## src/rtl/mem_rd_arbiter.sv

```systemverilog
`default_nettype none
// ============================================================================
// Module      : mem_rd_arbiter
// Description : Round-robin arbiter sharing one AXI read master between
//               NUM_REQ read requesters. A grant is held for a whole
//               transfer. The arbiter drives the master's control port and
//               steers the master's output stream to the granted requester.
// Ports       : aclk/areset          - clock, synchronous active-high reset
//               req_valid/addr/size  - level requests, flattened per requester
//               req_done             - one-cycle completion pulse per requester
//               m_axis_*             - per-requester stream (shared tdata)
//               ctrl_*               - read master control port
//               s_axis_*             - read master output stream
//               busy, grant_id       - status
// Revision    : 1.0 - initial release
// ============================================================================
module mem_rd_arbiter #(
    parameter int NUM_REQ            = 2,
    parameter int C_M_AXI_ADDR_WIDTH = 64,
    parameter int C_XFER_SIZE_WIDTH  = 32,
    parameter int C_AXIS_TDATA_WIDTH = 512
) (
    input  logic                                            aclk,
    input  logic                                            areset,
    input  logic [NUM_REQ-1:0]                              req_valid,
    input  logic [NUM_REQ*C_M_AXI_ADDR_WIDTH-1:0]           req_addr,
    input  logic [NUM_REQ*C_XFER_SIZE_WIDTH-1:0]            req_size,
    output logic [NUM_REQ-1:0]                              req_done,
    output logic [NUM_REQ-1:0]                              m_axis_tvalid,
    input  logic [NUM_REQ-1:0]                              m_axis_tready,
    output logic [NUM_REQ-1:0]                              m_axis_tlast,
    output logic [C_AXIS_TDATA_WIDTH-1:0]                   m_axis_tdata,
    output logic                                            ctrl_start,
    output logic [C_M_AXI_ADDR_WIDTH-1:0]                   ctrl_addr_offset,
    output logic [C_XFER_SIZE_WIDTH-1:0]                    ctrl_xfer_size_in_bytes,
    input  logic                                            ctrl_done,
    input  logic                                            s_axis_tvalid,
    output logic                                            s_axis_tready,
    input  logic                                            s_axis_tlast,
    input  logic [C_AXIS_TDATA_WIDTH-1:0]                   s_axis_tdata,
    output logic                                            busy,
    output logic [((NUM_REQ > 1) ? $clog2(NUM_REQ) : 1)-1:0] grant_id
);

    localparam int c_GW       = (NUM_REQ > 1) ? $clog2(NUM_REQ) : 1;
    localparam int c_AW       = C_M_AXI_ADDR_WIDTH;
    localparam int c_XW       = C_XFER_SIZE_WIDTH;
    // One extra bit so the beat count of the largest size cannot overflow.
    localparam int c_CW       = C_XFER_SIZE_WIDTH + 1;
    localparam int c_BYTES    = C_AXIS_TDATA_WIDTH / 8;
    localparam int c_LG_BYTES = $clog2(c_BYTES);

    typedef enum logic [1:0] {
        S_IDLE  = 2'd0,
        S_START = 2'd1,
        S_BUSY  = 2'd2,
        S_DONE  = 2'd3
    } state_t;

    state_t            r_state;
    state_t            w_state_nxt;
    logic [c_GW-1:0]   r_grant;
    logic [c_GW-1:0]   r_rr_ptr;
    logic [c_CW-1:0]   r_exp_beats;
    logic [c_CW-1:0]   r_beat_cnt;
    logic              r_done_seen;

    logic              w_any;
    logic              w_hi_found;
    logic [c_GW-1:0]   w_hi_pick;
    logic [c_GW-1:0]   w_lo_pick;
    logic [c_GW-1:0]   w_pick;
    logic [c_AW-1:0]   w_pick_addr;
    logic [c_XW-1:0]   w_pick_size;
    logic [c_CW-1:0]   w_pick_beats;
    logic              w_grant_rdy;
    logic              w_room;
    logic              w_beat;
    logic [c_CW-1:0]   w_cnt_nxt;
    logic              w_xfer_done;
    logic [c_GW-1:0]   w_ptr_nxt;

    // Round-robin pick: the first set request at or above the pointer wins;
    // otherwise the lowest set request below it (wrap-around). Descending
    // loops leave the lowest qualifying index as the last assignment.
    always_comb begin
        w_any      = |req_valid;
        w_hi_found = 1'b0;
        w_hi_pick  = '0;
        w_lo_pick  = '0;
        for (int j = NUM_REQ - 1; j >= 0; j--) begin
            if (req_valid[j]) begin
                if (c_GW'(j) >= r_rr_ptr) begin
                    w_hi_found = 1'b1;
                    w_hi_pick  = c_GW'(j);
                end else begin
                    w_lo_pick  = c_GW'(j);
                end
            end
        end
        w_pick = w_hi_found ? w_hi_pick : w_lo_pick;
    end

    // Per-requester selects written as compare loops so every index is static.
    always_comb begin
        w_pick_addr = '0;
        w_pick_size = '0;
        w_grant_rdy = 1'b0;
        for (int j = 0; j < NUM_REQ; j++) begin
            if (w_pick == c_GW'(j)) begin
                w_pick_addr = req_addr[j*c_AW +: c_AW];
                w_pick_size = req_size[j*c_XW +: c_XW];
            end
            if (r_grant == c_GW'(j)) begin
                w_grant_rdy = m_axis_tready[j];
            end
        end
    end

    assign w_pick_beats = ({1'b0, w_pick_size} + c_CW'(c_BYTES - 1)) >> c_LG_BYTES;

    // Stream steering: purely combinational so beats pass without latency.
    // Beats past the expected count are refused.
    assign w_room        = (r_state == S_BUSY) && (r_beat_cnt < r_exp_beats);
    assign s_axis_tready = w_room & w_grant_rdy;
    assign w_beat        = s_axis_tvalid & s_axis_tready;
    assign m_axis_tdata  = s_axis_tdata;

    always_comb begin
        m_axis_tvalid = '0;
        m_axis_tlast  = '0;
        for (int j = 0; j < NUM_REQ; j++) begin
            if (w_room && (r_grant == c_GW'(j))) begin
                m_axis_tvalid[j] = s_axis_tvalid;
                m_axis_tlast[j]  = s_axis_tvalid & s_axis_tlast;
            end
        end
    end

    // Completion needs both the master's done and a fully drained stream;
    // the master may report done while beats are still queued in its FIFO.
    assign w_cnt_nxt   = r_beat_cnt + c_CW'(w_beat);
    assign w_xfer_done = (r_done_seen | ctrl_done) && (w_cnt_nxt == r_exp_beats);
    assign w_ptr_nxt   = (r_grant == c_GW'(NUM_REQ - 1)) ? '0 : r_grant + 1'b1;

    always_ff @(posedge aclk) begin
        if (areset) begin
            r_state <= S_IDLE;
        end else begin
            r_state <= w_state_nxt;
        end
    end

    always_comb begin
        w_state_nxt = r_state;
        ctrl_start  = 1'b0;
        req_done    = '0;
        busy        = (r_state != S_IDLE);
        unique case (r_state)
            S_IDLE: begin
                if (w_any) begin
                    w_state_nxt = (w_pick_size == '0) ? S_DONE : S_START;
                end
            end
            S_START: begin
                ctrl_start  = 1'b1;
                w_state_nxt = S_BUSY;
            end
            S_BUSY: begin
                if (w_xfer_done) begin
                    w_state_nxt = S_DONE;
                end
            end
            S_DONE: begin
                for (int j = 0; j < NUM_REQ; j++) begin
                    req_done[j] = (r_grant == c_GW'(j));
                end
                w_state_nxt = S_IDLE;
            end
            default: w_state_nxt = S_IDLE;
        endcase
    end

    always_ff @(posedge aclk) begin
        if (areset) begin
            r_grant                 <= '0;
            r_rr_ptr                <= '0;
            r_exp_beats             <= '0;
            r_beat_cnt              <= '0;
            r_done_seen             <= 1'b0;
            ctrl_addr_offset        <= '0;
            ctrl_xfer_size_in_bytes <= '0;
        end else begin
            unique case (r_state)
                S_IDLE: begin
                    if (w_any) begin
                        r_grant                 <= w_pick;
                        ctrl_addr_offset        <= w_pick_addr;
                        ctrl_xfer_size_in_bytes <= w_pick_size;
                        r_exp_beats             <= w_pick_beats;
                    end
                end
                S_START: begin
                    r_beat_cnt  <= '0;
                    r_done_seen <= 1'b0;
                end
                S_BUSY: begin
                    r_beat_cnt <= w_cnt_nxt;
                    if (ctrl_done) begin
                        r_done_seen <= 1'b1;
                    end
                end
                S_DONE: begin
                    r_rr_ptr <= w_ptr_nxt;
                end
                default: ;
            endcase
        end
    end

    assign grant_id = r_grant;

endmodule
`default_nettype wire
```

## config.mk

```make
export PLATFORM = sky130hd
export DESIGN_NAME = mem_rd_arbiter
export DESIGN_NICKNAME = d
export VERILOG_FILES = /design/src/rtl/mem_rd_arbiter.sv
export SDC_FILE = /design/constraint.sdc
export NUM_CORES = 1
export LEC_CHECK = 0
export ABC_AREA = 1
export CAP_MARGIN = 20
export CORE_AREA = 8 8 515 517
export DETAILED_ROUTE_END_ITERATION = 7
export DIE_AREA = 0 0 523 525
export GPL_TIMING_DRIVEN = 0
export PLACE_DENSITY_LB_ADDON = 0.15
export SLEW_MARGIN = 15
export SYNTH_ARGS = -nofsm -noshare
export SYNTH_HDL_FRONTEND = slang
export SYNTH_SLANG_ARGS = --single-unit
```

## constraint.sdc

```tcl
create_clock -name aclk -period 8.2 [get_ports aclk]
set_clock_uncertainty 0.15 [all_clocks]
set_input_delay 0.82 -clock aclk [delete_from_list [all_inputs] [get_ports aclk]]
set_output_delay 0.82 -clock aclk [all_outputs]
set_load 0.02 [all_outputs]
```

==> metrics.txt, run 1 <==
RSZ-0062 raised after global routing no; Netlist Area Pre-Place 13900 sq um; layout cells sized above 1 21.8%; area leader, netlist buf_4; number of global-route vias before repair 17300; worst-case vdd ir drop around 0.14 mV; CTS sink cnt roughly 160; area share of the largest cell type after synthesis 27.8%; critical path data required time 8.45 ns; Via Count 16400; grt total ovfl 0; Pwr Total 0.00509 W; GRT Total Usage 10.5%; Synthesized Nets 2823; CTS root buffer clkbuf_16; period utilisation layout 63.3%; largest net degree at the start of global routing 17; clk slew on worst S/H paths roughly 0.080 ns; Final nets 3665; Tmin final slightly above 5 ns; IO buf count roughly 800; status completed; post-CTS resize count 0; max-slew violation count 0; Worst Hold Class reg -> reg; Final WS setup 3.01 ns; Worst-Skew Late Latency approximately 0.5 ns; post-route ant nets 0; Fin. Hold Viols 0; Worst Path Arrival 5.44 ns; first-pass GRT wire length roughly 190000 um; Setup crit end r_state[1]; area of the core between 200000 and 300000 sq um; fmax slightly below 0.2 GHz; YS warnings 0; drt total wl 152000 um; Startpoint Class register; CTS buffer count 17; worst-path fanout max 6; Worst Setup End Kind register; Top FF cell, synth dfxtp_1; post-CTS setup buffers 0; crit path kind reg -> reg; DR WL/cell 24.0 um; DR iter-0 viols approximately 680; Slew @ Worst Pin 1.00 ns; Max transition margin roughly a third; DRT Pass-1 Iters 5; initial antenna violation count 127; EDFF count, synth 0; Gate Count Post-Synth 2078; cells on worst reg2reg path 27; Die W 523 um; die area 275000 sq um; CTS H-Tree Depth 4; library cells used by synthesis 56; final setup TNS 0 ns; FFs w/ async S/R, synth 0%; leakage 10.9 nW; Max Cap Viol 0; Rows 187; reg2reg end r_state[1]; share of the yosys chip area belonging to registers roughly 23%; pre-CTS setup slack 2.69 ns; endpoints failing setup 0; Top-Level Pins approximately 1300; top post-synthesis cells by area buf_4 (28%), dfxtp_1 (23%), nand2_1 (13%); Yosys reg bits 161; Longest Clk Path Bufs 2; drt via density approximately 2.6; DRC 0; RR Startpoint r_exp_beats[22]; CTS tree yes; Area Growth Syn to Fin 94.5%; cts hold-fix bufs 0; Die H around 530 um; average instance area after synthesis 6.69 sq um; GPL Wtd Cong 0.813; starting density of the core 5.40%; HPWL after DPL 141000 um; r2r setup slk 3.01 ns; PD cells 188 nW/um^2; crit path from r_exp_beats[22]
-- state kept, by name, summed over array words and instances (netlist names) --
name and count:
r_beat_cnt 33, ctrl_addr_offset 64, r_state 2, r_rr_ptr 1, grant_id 1, ctrl_xfer_size_in_bytes 32
r_done_seen 1, r_exp_beats 27
-- metrics by stage --
stage	util (%)	instance area, sq um	hold WS [ns]	cells
after floorplan	-	13900	0.293	2078
after global routing	10.5	27000	0.349	6335
final	10.5	27000	0.316	6344
after detailed placement	10.3	26400	0.308	6303
after global placement	10.2	26300	0.306	6298
after CTS	10.5	27000	0.321	6335
-- synth_stat cells (all sizes together), types with 3 or more instances --
cell type  instances
or2               15
inv              230
o21bai             4
o221ai             6
nand2            487
xnor2              3
a21oi             66
nor2             144
o21ai             49
dfxtp            161
nand3            142
o211ai            92
buf              538
clkbuf            43
nor3              12
xor2               6
nand3b             8
ha                32
nand4             16
o21a               3
-- per-layer routing --
metal	part of all wire (%)	wire, um	vias up	GRT usage [%]
li1	-	-	7776	-
met1	35	52900	7382	10.3
met2	53	81000	935	20.7
met3	10	15600	266	4.64
met4	1.7	2540	20	1.14
met5	0.083	127	-	0
-- worst min-delay path by stage --
stage	cells past startpoint	from	end	slack [ns]
after floorplan	2	r_rr_ptr	r_rr_ptr	0.29
after global placement	2	r_rr_ptr	r_rr_ptr	0.31
after detailed placement	2	r_rr_ptr	r_rr_ptr	0.31
after CTS	2	r_rr_ptr	r_rr_ptr	0.32
after global routing	2	r_rr_ptr	r_rr_ptr	0.35
final	2	r_rr_ptr	r_rr_ptr	0.32
-- layout by cell type (no fill, tap or decap), types with 27 or more instances in the layout --
cell / netlist / final
ha_1: 32 / 32
dfxtp_1: 161 / 161
inv_1: 223 / 223
nand3_1: 141 / 141
o211ai_1: 91 / 91
o21ai_0: 34 / 27
clkbuf_1: 43 / 41
nor2_1: 124 / 123
nand2_1: 468 / 468
clkdlybuf4s50_1: 0 / 818
buf_4: 514 / 516
a21oi_1: 65 / 65
-- logic make-up after synthesis --
kind of cell	count (synthesis)	share of synthesized area, %
buf+inv	812	36.1
compound gates	234	10.9
flops	161	23.2
xor+xnor	10	0.729
fa+ha+maj	32	2.88
mux	1	0.0720
simple gates	828	26.1
-- critical path, cell delays in order (launching register included) --
cell	delay (ns)
dfxtp_1	0.45
inv_1	0.12
ha_1	0.32
a21oi_1	0.12
o21ai_0	0.08
a21oi_1	0.27
o2111a_1	0.34
nand4_1	0.29
nor3b_1	0.47
ha_1	0.30
ha_1	0.24
nand2_2	0.11
nor2_4	0.23
nand2_2	0.13
nor2_4	0.19
nand2_1	0.08
nand2_1	0.06
nand2_1	0.10
nor2_1	0.18
nand3_1	0.13
nor2_1	0.13
nand2_1	0.07
nor2_1	0.08
nand2_1	0.15
nand2_2	0.12
nand3_1	0.07
nand2_1	0.06
nor2_1	0.04
-- power by group --
group / internal [W] / leakage [nW] / switching (W) / total, W
registers: 0.00101 / 1.33 / 0.000154 / 0.00117
clock network: 0.000466 / 0.293 / 0.000442 / 0.000908
logic: 0.00114 / 9.27 / 0.00187 / 0.00301
-- layout make-up --
cell class,instances,area [sq um]
fillers,30000,231000
repair buffers,823,8240
multi-input cells,1105,5670
well taps,3402,4260
plain buffers,581,4150
flip-flops and latches,161,3220
inverters,231,870
clock buffers,18,439
clock inverters,14,164
diodes,9,22.5
(Power assumes the default switching activity.)
==> run 2, diff against run 1 <==
- CORE_AREA: 8 8 515 517 -> 8 8 519 521
- DIE_AREA: 0 0 523 525 -> 0 0 527 529
- clock period: 8.2 -> 4.3 ns (I/O delays scaled with it)
==> run 2 against run 1 <==
Compared with the run above: first-iteration DRC count fell by 4.3%; worst hold slack got worse by 0.0045 ns; routed wire length rose by 0.17%; critical path type unchanged; critical endpoint unchanged.
==> metrics.txt, run 2 (synthesized netlist as in run 1, its figures left out) <==
Final WS setup 0.114 ns; grt met2 use 20.3%; DR WL/cell 23.8 um; Max Cap Viol 0; worst-case vdd ir drop 0.331 mV; worst-path fanout max 6; cts hold-fix bufs 0; Tmin final 4.19 ns; endpoints failing setup 0; die area 279000 sq um; drt total wl around 150000 um; Fin. Hold Viols 0; critical path data required time approximately 4.6 ns; Top-Level Pins ~1300; DR iter-0 viols 647; CTS tree yes; max-slew violation count 0; CP bufs+invs 4; final setup TNS 0 ns; IO buf count around 820; layout cells sized above 1 27.0%; Worst Hold Class reg -> reg; crit-path max cell delay ~0.35 ns; period utilisation layout 97.3%; DRT Pass-1 Iters 4; Worst Hold Slack 0.311 ns; RSZ-0062 raised after global routing yes; GPL Wtd Cong 0.826; Worst Path Arrival roughly 4.5 ns; starting density of the core about 5.3%; M1 GR Usage 10.1%; CTS buffer count 17; PD cells 356 nW/um^2; Core Util, Final 10.7%; Die W 527 um; fmax 0.239 GHz; GRT Total Usage 10.3%; Longest Clk Path Bufs 2; post-route ant nets 0; clk slew on worst S/H paths 0.08 ns; Die H 529 um; Max transition margin 24.1%; most flop-heavy register ctrl_addr_offset; Final nets 3702; Top delay family on crit path simple AND/OR/NAND/NOR gates; Startpoint Class register; status completed; leakage 11.2 nW; largest net degree at the start of global routing 17; CTS sink cnt 161; gr busiest metal met2; drt via density 2.57; Rows about 190; met3 Track Usage GR around 4.9%; Area Growth Syn to Fin 101%; pre-CTS setup slack -1.36 ns; DRC 0; crit path kind reg -> reg; Worst Setup End Kind register; Top Registers ctrl_addr_offset (64), r_beat_cnt (33), ctrl_xfer_size_in_bytes (32); max reg flops 64; commonest non-fill, non-tap cell in the layout clkdlybuf4s50_1; area of the core 261000 sq um; HPWL after DPL roughly 140000 um; initial antenna violation count 135; Slowest cell on crit path dfxtp_2; Via Count ~16000; number of global-route vias before repair 17500; grt total ovfl 0; first-pass GRT wire length 189000 um; CTS root buffer clkbuf_16; Worst-Skew Late Latency 0.52 ns; Slew @ Worst Pin 1.13 ns; most frequent cells in the layout clkdlybuf4s50_1 (818), buf_4 (547), nand2_1 (456); CTS H-Tree Depth 4
-- run 2: area by class of cell --
type	count	area, sq um
Buffer	581	4150
Multi-Input combinational cell	1105	6140
Timing Repair Buffer	860	8540
Clock inverter	11	115
Tap cell	3420	4280
Inverter	231	880
Fill cell	30400	233000
Sequential cell	161	3290
Clock buffer	21	480
Antenna cell	7	17.5
-- run 2: worst min-delay path, stage by stage (launching register included) --
cell and delay, ns:
dfxtp_1 0.31, inv_2 0.05, a211oi_1 0.06
-- run 2: final timing paths --
kind | slack, ns | from | end | cells after the start
min | 0.31 | r_rr_ptr | r_rr_ptr | 2
max | 0.11 | r_exp_beats[24] | r_state[1] | 30
min reg2reg | 0.31 | r_rr_ptr | r_rr_ptr | 2
max reg2reg | 0.11 | r_exp_beats[24] | r_state[1] | 30
-- run 2: through the flow --
step	std cells	power, W	instance area (sq um)
3_3_place_gp	6316	0.00829	26400
5_1_grt	6391	0.0107	27900
4_1_cts	6386	0.0102	27700
3_5_place_dp	6321	0.00824	26400
2_1_floorplan	2078	0.00497	13900
6_report	6397	0.00992	27900
-- run 2: timing repair --
item / 4_1_cts / 5_1_grt
resized for setup: 111 / 49
setup buffers: 34 / 2
endpoints found under the setup margin: 32 / 3
pin swaps: 33 / 23
-- run 2: where the power goes --
group          internal (W)  switching (W)  leakage [nW]
Sequential          0.00194       0.000326          1.35
Combinational       0.00228        0.00367          9.55
Clock              0.000874       0.000821         0.294
Total               0.00510        0.00482          11.2
-- run 2: layer usage --
metal	up-vias	share of wire [%]	routed length, um
met3	244	11	16200
met2	954	54	81600
met4	34	1.3	2050
met1	7392	34	52300
met5	-	0.15	234
li1	7839	-	-
==> run 3, diff against run 2 <==
- CORE_AREA: 8 8 519 521 -> 8 8 509 511
- DIE_AREA: 0 0 527 529 -> 0 0 517 519
- clock period: 4.3 -> 4.2 ns (I/O delays scaled with it)
==> run 3 against run 2 <==
Compared with the run above: sequential power is 2% higher; combinational power is 3% higher; fmax is 0.36% lower; sequential share of layout area hardly changed; the run now ends with setup timing left; highest routed layer unchanged; register-to-register slack worse by 0.12 ns; sequential cell count stayed put; total power is 2.3% higher; worst setup slack worse by 0.12 ns; count of clock-buffer cells in the layout is 2 lower; die area is 3.8% lower.
==> metrics.txt, run 3 (synthesized netlist as in run 1, its figures left out) <==
status complete, but fails checks; failing checks setup timing; fmax between 0.2 and 0.25 GHz; GRT Total Usage between 10% and 20%; Worst Setup End Kind register; crit-path max cell delay about 0.35 ns; crit path kind reg -> reg; RSZ-0062 raised after global routing yes; IO buf count approximately 820; Finished Cell Area 28100 sq um; highest routed layer met5; endpoints failing setup 1; fill cell count 29300; Die H 519 um; Worst-Skew Late Latency 0.51 ns; most frequent cells in the layout clkdlybuf4s50_1 (818), buf_4 (554), nand2_1 (445); Hold EP r_rr_ptr; layout cells sized above 1 between 20% and 30%; leakage 11.2 nW; placed cell areas 26400 sq um; Final nets 3713; max reg flops 64; cells on worst reg2reg path 30; Worst Path Arrival between 4 and 5 ns; critical path data required time 4.45 ns; CTS H-Tree Depth 4; PD cells about 360 nW/um^2; starting density of the core 5.55%; placed insts 6253; GPL Wtd Cong 0.804; area of the core 250000 sq um; Area Growth Syn to Fin 102%; Top Registers ctrl_addr_offset (64), r_beat_cnt (33), ctrl_xfer_size_in_bytes (32); Worst Hold Slack approximately 0.31 ns; Rows 184; RR Startpoint r_exp_beats[20]; drt via density 2.63; Die W 517 um; initial antenna violation count 130; DRT Pass-1 Iters 5; Worst Hold Class reg -> reg; CTS tree yes; non-filler instance count after layout 6350; period utilisation layout 100%; Final WS setup -0.000979 ns; Hold Crit Start r_rr_ptr; Tmin final between 4 and 5 ns; Max transition margin just over 30%; Slowest cell on crit path dfxtp_2; r2r setup slk -0.001 ns; largest net degree at the start of global routing 17; worst-case vdd ir drop approximately 0.29 mV; Slew @ Worst Pin between 1 and 1.5 ns; CTS buffer count 17; crit path from r_exp_beats[20]; Hold Crit Depth 2; CTS sink cnt approximately 160; Top-Level Pins 1331; Via Count 16700; Startpoint Class register; most flop-heavy register ctrl_addr_offset; reg2reg end r_state[1]; grt total ovfl 0; post-route ant nets 0; routed wl met2 about 80000 um; met1 WL 51800 um; met3 WL approximately 17000 um; DRC 0; clk slew on worst S/H paths about 0.08 ns; first-pass GRT wire length 188000 um; max-slew violation count 0; drt total wl 152000 um; DR WL/cell 23.9 um; number of global-route vias before repair between 15000 and 20000; commonest non-fill, non-tap cell in the layout clkdlybuf4s50_1; HPWL after DPL 139000 um; Longest Clk Path Bufs 2; DR iter-0 viols 545; Fin. Hold Viols 0; Max Cap Viol 0; worst-path fanout max 6; CTS root buffer clkbuf_16; die area 268000 sq um
## run 3: cell types whose count changed in the layout (fill, tap and decap cells not counted), sizes merged
| cell | previous run | this run |
|---|---|---|
| diode | 7 | 21 |
| clkinv | 3 | 5 |
| inv | 237 | 238 |
| clkinvlp | 1 | 0 |
| buf | 579 | 591 |
| clkbuf | 65 | 62 |
## run 3: timing repair
action / CTS / global route
setup buffers: 26 / 18
hold buffers: 0 / 0
pin swaps: 37 / 40
endpoints found under the setup margin: 37 / 2
gates resized for setup: 107 / 94
gates cloned: 0 / 0
## run 3: metrics by stage
stage	utilization [%]	worst slack (ns)	power (W)	setup TNS, ns
finish	11.2	-0.000979	0.0101	-0.000979
global route	11.2	-0.302	0.0109	-0.578
CTS	11.0	-0.322	0.0104	-0.624
detailed placement	10.5	-1.69	0.00840	-18.63
global placement	10.5	-1.76	0.00842	-42.06
floorplan	-	0.708	0.00509	0
## run 3: how the worst max path moves through the flow
| stage | endpoint | cells past startpoint |
|---|---|---|
| 2_1_floorplan | r_state[1] | 28 |
| 3_3_place_gp | r_state[1] | 28 |
| 3_5_place_dp | r_state[1] | 27 |
| 4_1_cts | r_state[1] | 29 |
| 5_1_grt | r_state[1] | 30 |
| 6_report | r_state[1] | 30 |
## run 3: layer usage
layer	global-route usage (%)	vias to the layer above
li1	-	7897
met1	10.4	7547
met2	20.3	950
met3	5.08	241
met4	2.10	44
met5	0	-
## run 3: critical path, delay by kind of cell, from the launching register on
kind / cells / cell delay [ns]
AO/OA/AOI/OAI: 5 / 0.77
adder cells (fa/ha/maj): 3 / 0.60
buffers and inverters: 6 / 0.64
flip-flops: 1 / 0.35
AND/OR/NAND/NOR: 16 / 1.59
## run 3: final cells by class
type                            instances  area, sq um  share of cell area [%]
Timing Repair Buffer                  871         8650                    30.8
Clock buffer                           19          433                    1.54
Clock inverter                         13          144                   0.513
Inverter                              231          892                    3.18
Antenna cell                           21         52.6                   0.187
Sequential cell                       161         3310                    11.8
Buffer                                581         4150                    14.8
Tap cell                             3348         4190                    14.9
Multi-Input combinational cell       1105         6250                    22.3
## run 3: where the power goes
group          switching, W  total (W)  internal, W  leakage [nW]
Sequential         0.000317    0.00231      0.00199          1.35
Clock              0.000885    0.00173     0.000842         0.284
Combinational       0.00375    0.00611      0.00236          9.60
